==> src/rtl/vending_pkg.sv <==
// -----------------------------------------------------------------------------
// vending_pkg
//   Shared types and constants for the vending front-end.
//   - state_e            : credit collector FSM states
//   - ITEM_NONE/1/2/3    : item codes presented to the vending FSM
//   - COIN_1/2/5/10      : coin denominations, 5 bits wide so that
//                          credit + coin never wraps before the overflow check
//   - DEFAULT_MAX_CREDIT : default credit ceiling (fits in the 4-bit credit)
// -----------------------------------------------------------------------------
package vending_pkg;

   typedef enum logic [2:0] {
      ST_IDLE    = 3'd0,
      ST_COLLECT = 3'd1,
      ST_REQUEST = 3'd2,
      ST_WAIT    = 3'd3,
      ST_REFUND  = 3'd4
   } state_e;

   localparam logic [1:0] ITEM_NONE = 2'b00;
   localparam logic [1:0] ITEM1     = 2'b01;
   localparam logic [1:0] ITEM2     = 2'b10;
   localparam logic [1:0] ITEM3     = 2'b11;

   localparam int COIN_VAL_W = 5;
   localparam int CREDIT_W   = 4;

   localparam logic [COIN_VAL_W-1:0] COIN_1  = 5'd1;
   localparam logic [COIN_VAL_W-1:0] COIN_2  = 5'd2;
   localparam logic [COIN_VAL_W-1:0] COIN_5  = 5'd5;
   localparam logic [COIN_VAL_W-1:0] COIN_10 = 5'd10;

   localparam int DEFAULT_MAX_CREDIT = 15;

endpackage : vending_pkg

==> src/rtl/coin_decoder.sv <==
// -----------------------------------------------------------------------------
// coin_decoder
//   Maps the 2-bit coin type to its value in credit units. Denominations live
//   here only, so they can change without touching the collector FSM.
//   Ports:
//     coin_type  in  2  00 = 1, 01 = 2, 10 = 5, 11 = 10 units
//     coin_value out 5  decoded value, already widened for the credit adder
// -----------------------------------------------------------------------------
module coin_decoder
   import vending_pkg::*;
(
   input  logic [1:0]            coin_type,
   output logic [COIN_VAL_W-1:0] coin_value
);

   always_comb begin
      coin_value = COIN_1;
      unique case (coin_type)
         2'b00:   coin_value = COIN_1;
         2'b01:   coin_value = COIN_2;
         2'b10:   coin_value = COIN_5;
         2'b11:   coin_value = COIN_10;
         default: coin_value = COIN_1;
      endcase
   end

endmodule : coin_decoder

==> src/rtl/coin_credit_collector.sv <==
// -----------------------------------------------------------------------------
// coin_credit_collector
//   Front-end of the vending datapath. Accumulates coin credit, turns a
//   product selection into a one-cycle item request for the vending FSM,
//   freezes money while that FSM decides, and handles cancel/refund.
//
//   Optional feature: define COIN_TIMEOUT_EN to auto-refund after
//   TIMEOUT_CYCLES idle cycles in COLLECT. Without it credit is held forever.
//
//   Parameters:
//     MAX_CREDIT      credit ceiling (<= 15); coins that would exceed it bounce
//     TIMEOUT_CYCLES  idle COLLECT cycles before auto-refund (COIN_TIMEOUT_EN)
//   Ports:
//     clk           in   1  system clock, rising edge
//     rst           in   1  synchronous active-high reset
//     coin_valid    in   1  one-cycle coin strobe
//     coin_type     in   2  coin denomination code
//     sel_valid     in   1  one-cycle selection strobe
//     sel           in   2  item code, 00 ignored
//     cancel        in   1  refund request
//     vend_ok       in   1  downstream dispensed
//     vend_fail     in   1  downstream insufficient funds
//     money         out  4  current credit
//     item          out  2  item code, non-zero for the single REQUEST cycle
//     busy          out  1  high in REQUEST and WAIT
//     coin_reject   out  1  one-cycle pulse when a coin is refused
//     refund_valid  out  1  one-cycle refund pulse
//     refund        out  4  refunded amount while refund_valid, else 0
// -----------------------------------------------------------------------------
module coin_credit_collector
   import vending_pkg::*;
#(
   parameter int MAX_CREDIT     = DEFAULT_MAX_CREDIT,
   parameter int TIMEOUT_CYCLES = 1000
)
(
   input  logic                clk,
   input  logic                rst,
   input  logic                coin_valid,
   input  logic [1:0]          coin_type,
   input  logic                sel_valid,
   input  logic [1:0]          sel,
   input  logic                cancel,
   input  logic                vend_ok,
   input  logic                vend_fail,
   output logic [CREDIT_W-1:0] money,
   output logic [1:0]          item,
   output logic                busy,
   output logic                coin_reject,
   output logic                refund_valid,
   output logic [CREDIT_W-1:0] refund
);

   localparam logic [COIN_VAL_W-1:0] MAX_SUM = COIN_VAL_W'(MAX_CREDIT);

   state_e                state_q, state_d;
   logic [CREDIT_W-1:0]   credit_q, credit_d;
   logic [1:0]            sel_q, sel_d;
   logic                  coin_reject_q, coin_reject_d;
   logic                  refund_valid_q, refund_valid_d;
   logic [CREDIT_W-1:0]   refund_q, refund_d;

   logic [COIN_VAL_W-1:0] coin_value;
   logic [COIN_VAL_W-1:0] coin_sum;
   logic                  coin_fits;
   logic                  sel_ok;
   logic                  timeout_hit;

   coin_decoder u_coin_decoder (
      .coin_type  (coin_type),
      .coin_value (coin_value)
   );

   // Sum is one bit wider than credit so an overflowing coin is detected
   // instead of wrapping.
   assign coin_sum  = {1'b0, credit_q} + coin_value;
   assign coin_fits = (coin_sum <= MAX_SUM);
   assign sel_ok    = sel_valid && (sel != ITEM_NONE);

`ifdef COIN_TIMEOUT_EN
   localparam int CNT_W = $clog2(TIMEOUT_CYCLES + 1);
   localparam logic [CNT_W-1:0] TIMEOUT_VAL = CNT_W'(TIMEOUT_CYCLES);

   logic [CNT_W-1:0] idle_cnt_q, idle_cnt_d, idle_cnt_inc;
   logic             activity;

   // Counts idle COLLECT cycles. Held at zero outside COLLECT, which covers
   // the clear on vend_fail (WAIT -> COLLECT) and on the first coin.
   always_comb begin
      activity     = coin_valid || sel_ok;
      idle_cnt_inc = idle_cnt_q + CNT_W'(1);
      idle_cnt_d   = '0;
      timeout_hit  = 1'b0;
      if ((state_q == ST_COLLECT) && !activity) begin
         if (idle_cnt_inc == TIMEOUT_VAL) begin
            timeout_hit = 1'b1;
         end else begin
            idle_cnt_d = idle_cnt_inc;
         end
      end
   end

   always_ff @(posedge clk) begin
      if (rst) begin
         idle_cnt_q <= '0;
      end else begin
         idle_cnt_q <= idle_cnt_d;
      end
   end
`else
   localparam int timeout_unused = TIMEOUT_CYCLES;
   assign timeout_hit = 1'b0;
`endif

   always_comb begin
      state_d        = state_q;
      credit_d       = credit_q;
      sel_d          = sel_q;
      coin_reject_d  = 1'b0;
      refund_valid_d = 1'b0;
      refund_d       = '0;

      unique case (state_q)
         ST_IDLE: begin
            // Selection and cancel mean nothing without credit.
            if (coin_valid) begin
               if (coin_fits) begin
                  credit_d = coin_sum[CREDIT_W-1:0];
                  state_d  = ST_COLLECT;
               end else begin
                  coin_reject_d = 1'b1;
               end
            end
         end

         ST_COLLECT: begin
            // Cancel (or timeout) beats a coin in the same cycle: the coin
            // bounces and the refund is the credit held before it.
            if (cancel || timeout_hit) begin
               refund_valid_d = 1'b1;
               refund_d       = credit_q;
               credit_d       = '0;
               coin_reject_d  = coin_valid;
               state_d        = ST_REFUND;
            end else begin
               if (coin_valid) begin
                  if (coin_fits) begin
                     credit_d = coin_sum[CREDIT_W-1:0];
                  end else begin
                     coin_reject_d = 1'b1;
                  end
               end
               // A coin in the same cycle still lands, so REQUEST shows the
               // summed credit.
               if (sel_ok) begin
                  sel_d   = sel;
                  state_d = ST_REQUEST;
               end
            end
         end

         ST_REQUEST: begin
            coin_reject_d = coin_valid;
            state_d       = ST_WAIT;
         end

         ST_WAIT: begin
            coin_reject_d = coin_valid;
            // vend_ok wins over vend_fail; change is handled downstream.
            if (vend_ok) begin
               credit_d = '0;
               state_d  = ST_IDLE;
            end else if (vend_fail) begin
               state_d = ST_COLLECT;
            end
         end

         ST_REFUND: begin
            coin_reject_d = coin_valid;
            state_d       = ST_IDLE;
         end

         default: begin
            credit_d = '0;
            state_d  = ST_IDLE;
         end
      endcase
   end

   always_ff @(posedge clk) begin
      if (rst) begin
         state_q        <= ST_IDLE;
         credit_q       <= '0;
         sel_q          <= ITEM_NONE;
         coin_reject_q  <= 1'b0;
         refund_valid_q <= 1'b0;
         refund_q       <= '0;
      end else begin
         state_q        <= state_d;
         credit_q       <= credit_d;
         sel_q          <= sel_d;
         coin_reject_q  <= coin_reject_d;
         refund_valid_q <= refund_valid_d;
         refund_q       <= refund_d;
      end
   end

   assign money        = credit_q;
   assign item         = (state_q == ST_REQUEST) ? sel_q : ITEM_NONE;
   assign busy         = (state_q == ST_REQUEST) || (state_q == ST_WAIT);
   assign coin_reject  = coin_reject_q;
   assign refund_valid = refund_valid_q;
   assign refund       = refund_q;

endmodule : coin_credit_collector

==> config.mk <==
export PLATFORM = sky130hd
export DESIGN_NAME = coin_credit_collector
export DESIGN_NICKNAME = d
export VERILOG_FILES = /design/src/rtl/vending_pkg.sv /design/src/rtl/coin_decoder.sv /design/src/rtl/coin_credit_collector.sv
export SDC_FILE = /design/constraint.sdc
export NUM_CORES = 1
export LEC_CHECK = 0
export CAP_MARGIN = 15
export CORE_UTILIZATION = 35
export DETAILED_ROUTE_END_ITERATION = 16
export GPL_TIMING_DRIVEN = 0
export SYNTH_ARGS = -nofsm -noshare
export SYNTH_HDL_FRONTEND = slang
export SYNTH_SLANG_ARGS = --single-unit
export TNS_END_PERCENT = 30
==> constraint.sdc <==
create_clock -name clk -period 2.17 [get_ports clk]
set_input_delay 0.3255 -clock clk [delete_from_list [all_inputs] [get_ports clk]]
set_output_delay 0.3255 -clock clk [all_outputs]
set_load 0.1 [all_outputs]
==> results.md <==
* Status: finished, final reports clean
* Number of CTS-inserted buffers at 3
* Final core occ at about 54%
* Number of port buffers at 23
* Total track usage at about an eighth
* Number of flops mapped to enable cells by yosys at 0
* Worst min path class: reg -> reg
* DR iter-0 viols at 8
* Most frequent cells in the layout: clkdlybuf4s50_1 (17), dfxtp_1 (13), a21oi_1 (9)
* Final period util at a little over nine tenths
* RSZ-0062 raised after global routing: false
* Number of routed nets with antenna violations at 0
* Ys flop type: dfxtp_1
* Post-layout min period at about 2.1 ns
* DR pass1 iterations at 5
* Total gr overflow at 0
* Final nets at between 100 and 150
* CTS root buf: clkbuf_4
* CTS sink cnt at 15
* #FFs+latches synth at 15
* Maximum capacitance violations at 0
* Antenna Cells at 0
* Nature of the critical path endpoint: primary output
* Critical Path Stages at 1
* Syn nets at between 100 and 150
* Slew headroom at a little over a third
* Initial antenna violation count at 0
* Highest clock rate at ~470 MHz
* Post-Syn Area at approximately 780 um^2
* WHS Path Cells at 2
* Wire per inst at between 10 and 15 um
* CTS clk-pin slew, worst paths at ~0.09 ns
* Max Buffers Root-to-Sink at 2
* Area growth syn-to-layout at 39.8%
* Max-slew violation count at 0
* Worst EP required at approximately 1.8 ns
* Synthesis Warnings at 0
* Max VDD drop at a little over 300 uV
* Crit path max-delay cell type: clkdlybuf4s50_1
* FFs w/ async S/R, synth at 0%
* Postcts setup bufs at 0
* Initial Util at between 30% and 40%
* Vias in the first global route at about 570
* Crit path DAT at roughly 1.8 ns
* Seq/Total Area, Yosys at between 30% and 40%
* DPL Wire Length at ~1100 um
* Die H at 49.1 um
* Mean Syn Cell Area at around 9 um^2
* H-tree levels at 1
* R2R cell count at 8
* Layout cells sized above 1 at approximately 16%
* First-pass GRT wire length at 2420 um
* Measured slew at the worst slew-check pin at a little under 1 ns
* Post-layout total power at about 670 uW
* Hold Vio Cnt, Final at 0
* Rows at 16
* Post-Syn Instances at between 80 and 90
* Post-synth cell types at 29
* Drt drc at 0
* Commonest non-fill, non-tap cell in the layout: clkdlybuf4s50_1
* Final setup viols at 0
* Die ar. at around 2400 um^2
* Vias per cell at 4.83
* Delay-heaviest family, CP: buffers and inverters
* Crit-path cells: clkdlybuf4s50_1
* Crit-path max cell delay at 1.13 ns
* CTS tree: yes
* Worst Skew at 0.00739 ns
* Largest net degree at the start of global routing at 11
* Post-Route WL at around 1400 um
* # fillers at around 190
* WP buf/inv at 1
* Core Footprint at 2020 um^2
* GPL Wtd Cong at ~0.74
* CP Max Fanout at 5
* Worst skew pair latency at between 0.2 and 0.3 ns
* DR vias at approximately 670
* CP startpoint kind: register
* # hold bufs at CTS at 0
* WS Path Type: reg -> out
* Num ports at 24
* Die span in x at around 50 um
* Leak at 0.000475 uW
* Pwr dens at 616 nW/um^2
==> per-stage QoR <==
| stage | setup slack, ns | instances | instance area (um^2) | setup TNS (ns) | hold WS [ns] |
|---|---|---|---|---|---|
| global placement | -0.177 | 135 | 1050 | -0.945 | 0.443 |
| global route | 0.00264 | 139 | 1080 | 0 | 0.471 |
| CTS | 0.00138 | 139 | 1080 | 0 | 0.462 |
| floorplan | 0.0146 | 85 | 788 | 0 | 0.395 |
| detailed placement | -0.193 | 135 | 1050 | -1.03 | 0.448 |
| finish | 0.0643 | 139 | 1080 | 0 | 0.456 |
==> final cells by class <==
class | count | area, um^2 | area share, %
plain buffers | 3 | 18.8 | 1.73
inverters | 4 | 15.0 | 1.38
well taps | 27 | 33.8 | 3.11
flip-flops and latches | 15 | 303 | 27.9
clock buffers | 3 | 22.5 | 2.08
clock inverters | 1 | 5.00 | 0.461
repair buffers | 23 | 235 | 21.7
multi-input cells | 63 | 452 | 41.6
==> worst register-to-register path, delay by kind of cell (launching register included) <==
kind | cells | cell delay (ns)
muxes | 1 | 0.20
and+or+nand+nor | 3 | 0.36
adders and majority gates | 2 | 0.55
AOI/OAI and AO/OA | 1 | 0.17
buffers and inverters | 1 | 0.05
DFF | 1 | 0.36
==> final timing paths <==
kind / start / to / slack [ns]
setup / recovery: money[1] / money[1] / 0.06
hold / removal: sel_q[1] / sel_q[1] / 0.46
setup reg to reg: money[0] / money[0] / 0.36
hold reg to reg: sel_q[1] / sel_q[1] / 0.46
==> sequential cells by signal, indices dropped and copies added (netlist names) <==
signal,flops
refund,4
refund_valid,1
state_q,3
coin_reject,1
money,4
sel_q,2
==> repair_timing <==
item,in CTS,in global routing
endpoints found under the setup margin,4,3
gates resized for setup,8,2
pin swaps,0,1
==> power breakdown <==
group	internal, uW	switching (uW)	total, uW	leakage, uW
Clock	68.3	91.1	159	0.0000177
Sequential	290	12.1	302	0.000123
Combinational	75.0	131	206	0.000335
==> synth_stat cells (2+ instances only) <==
master    n  area [um^2]
nor3b_1   2         15.0
nor2b_1   3         18.8
nor2_1    7         26.3
and3b_1   2         17.5
ha_1      4         50.1
o21ai_0   3         15.0
dfxtp_1  15          300
buf_4     2         15.0
nand2_1   7         26.3
inv_1     4         15.0
and2_1    6         37.5
and4b_1   2         20.0
xnor2_1   2         17.5
mux2i_1   3         30.0
a21oi_1   9         45.0
==> cells by family after synthesis <==
family	after synthesis	share of synthesized area (%)
buffers and inverters	7	4.35
adders and majority gates	5	9.03
and+or+nand+nor	34	26.6
muxes	3	3.87
AOI/OAI and AO/OA	19	15.2
DFF	15	38.7
xor gates and xnor gates	2	2.26
==> routing by layer <==
layer	global-route usage, %	wire length, um
met1	18.0	762
met2	19.2	602
met3	2.18	59
met4	8.82	19
met5	0	0
Power figures use the tool's default switching activity.
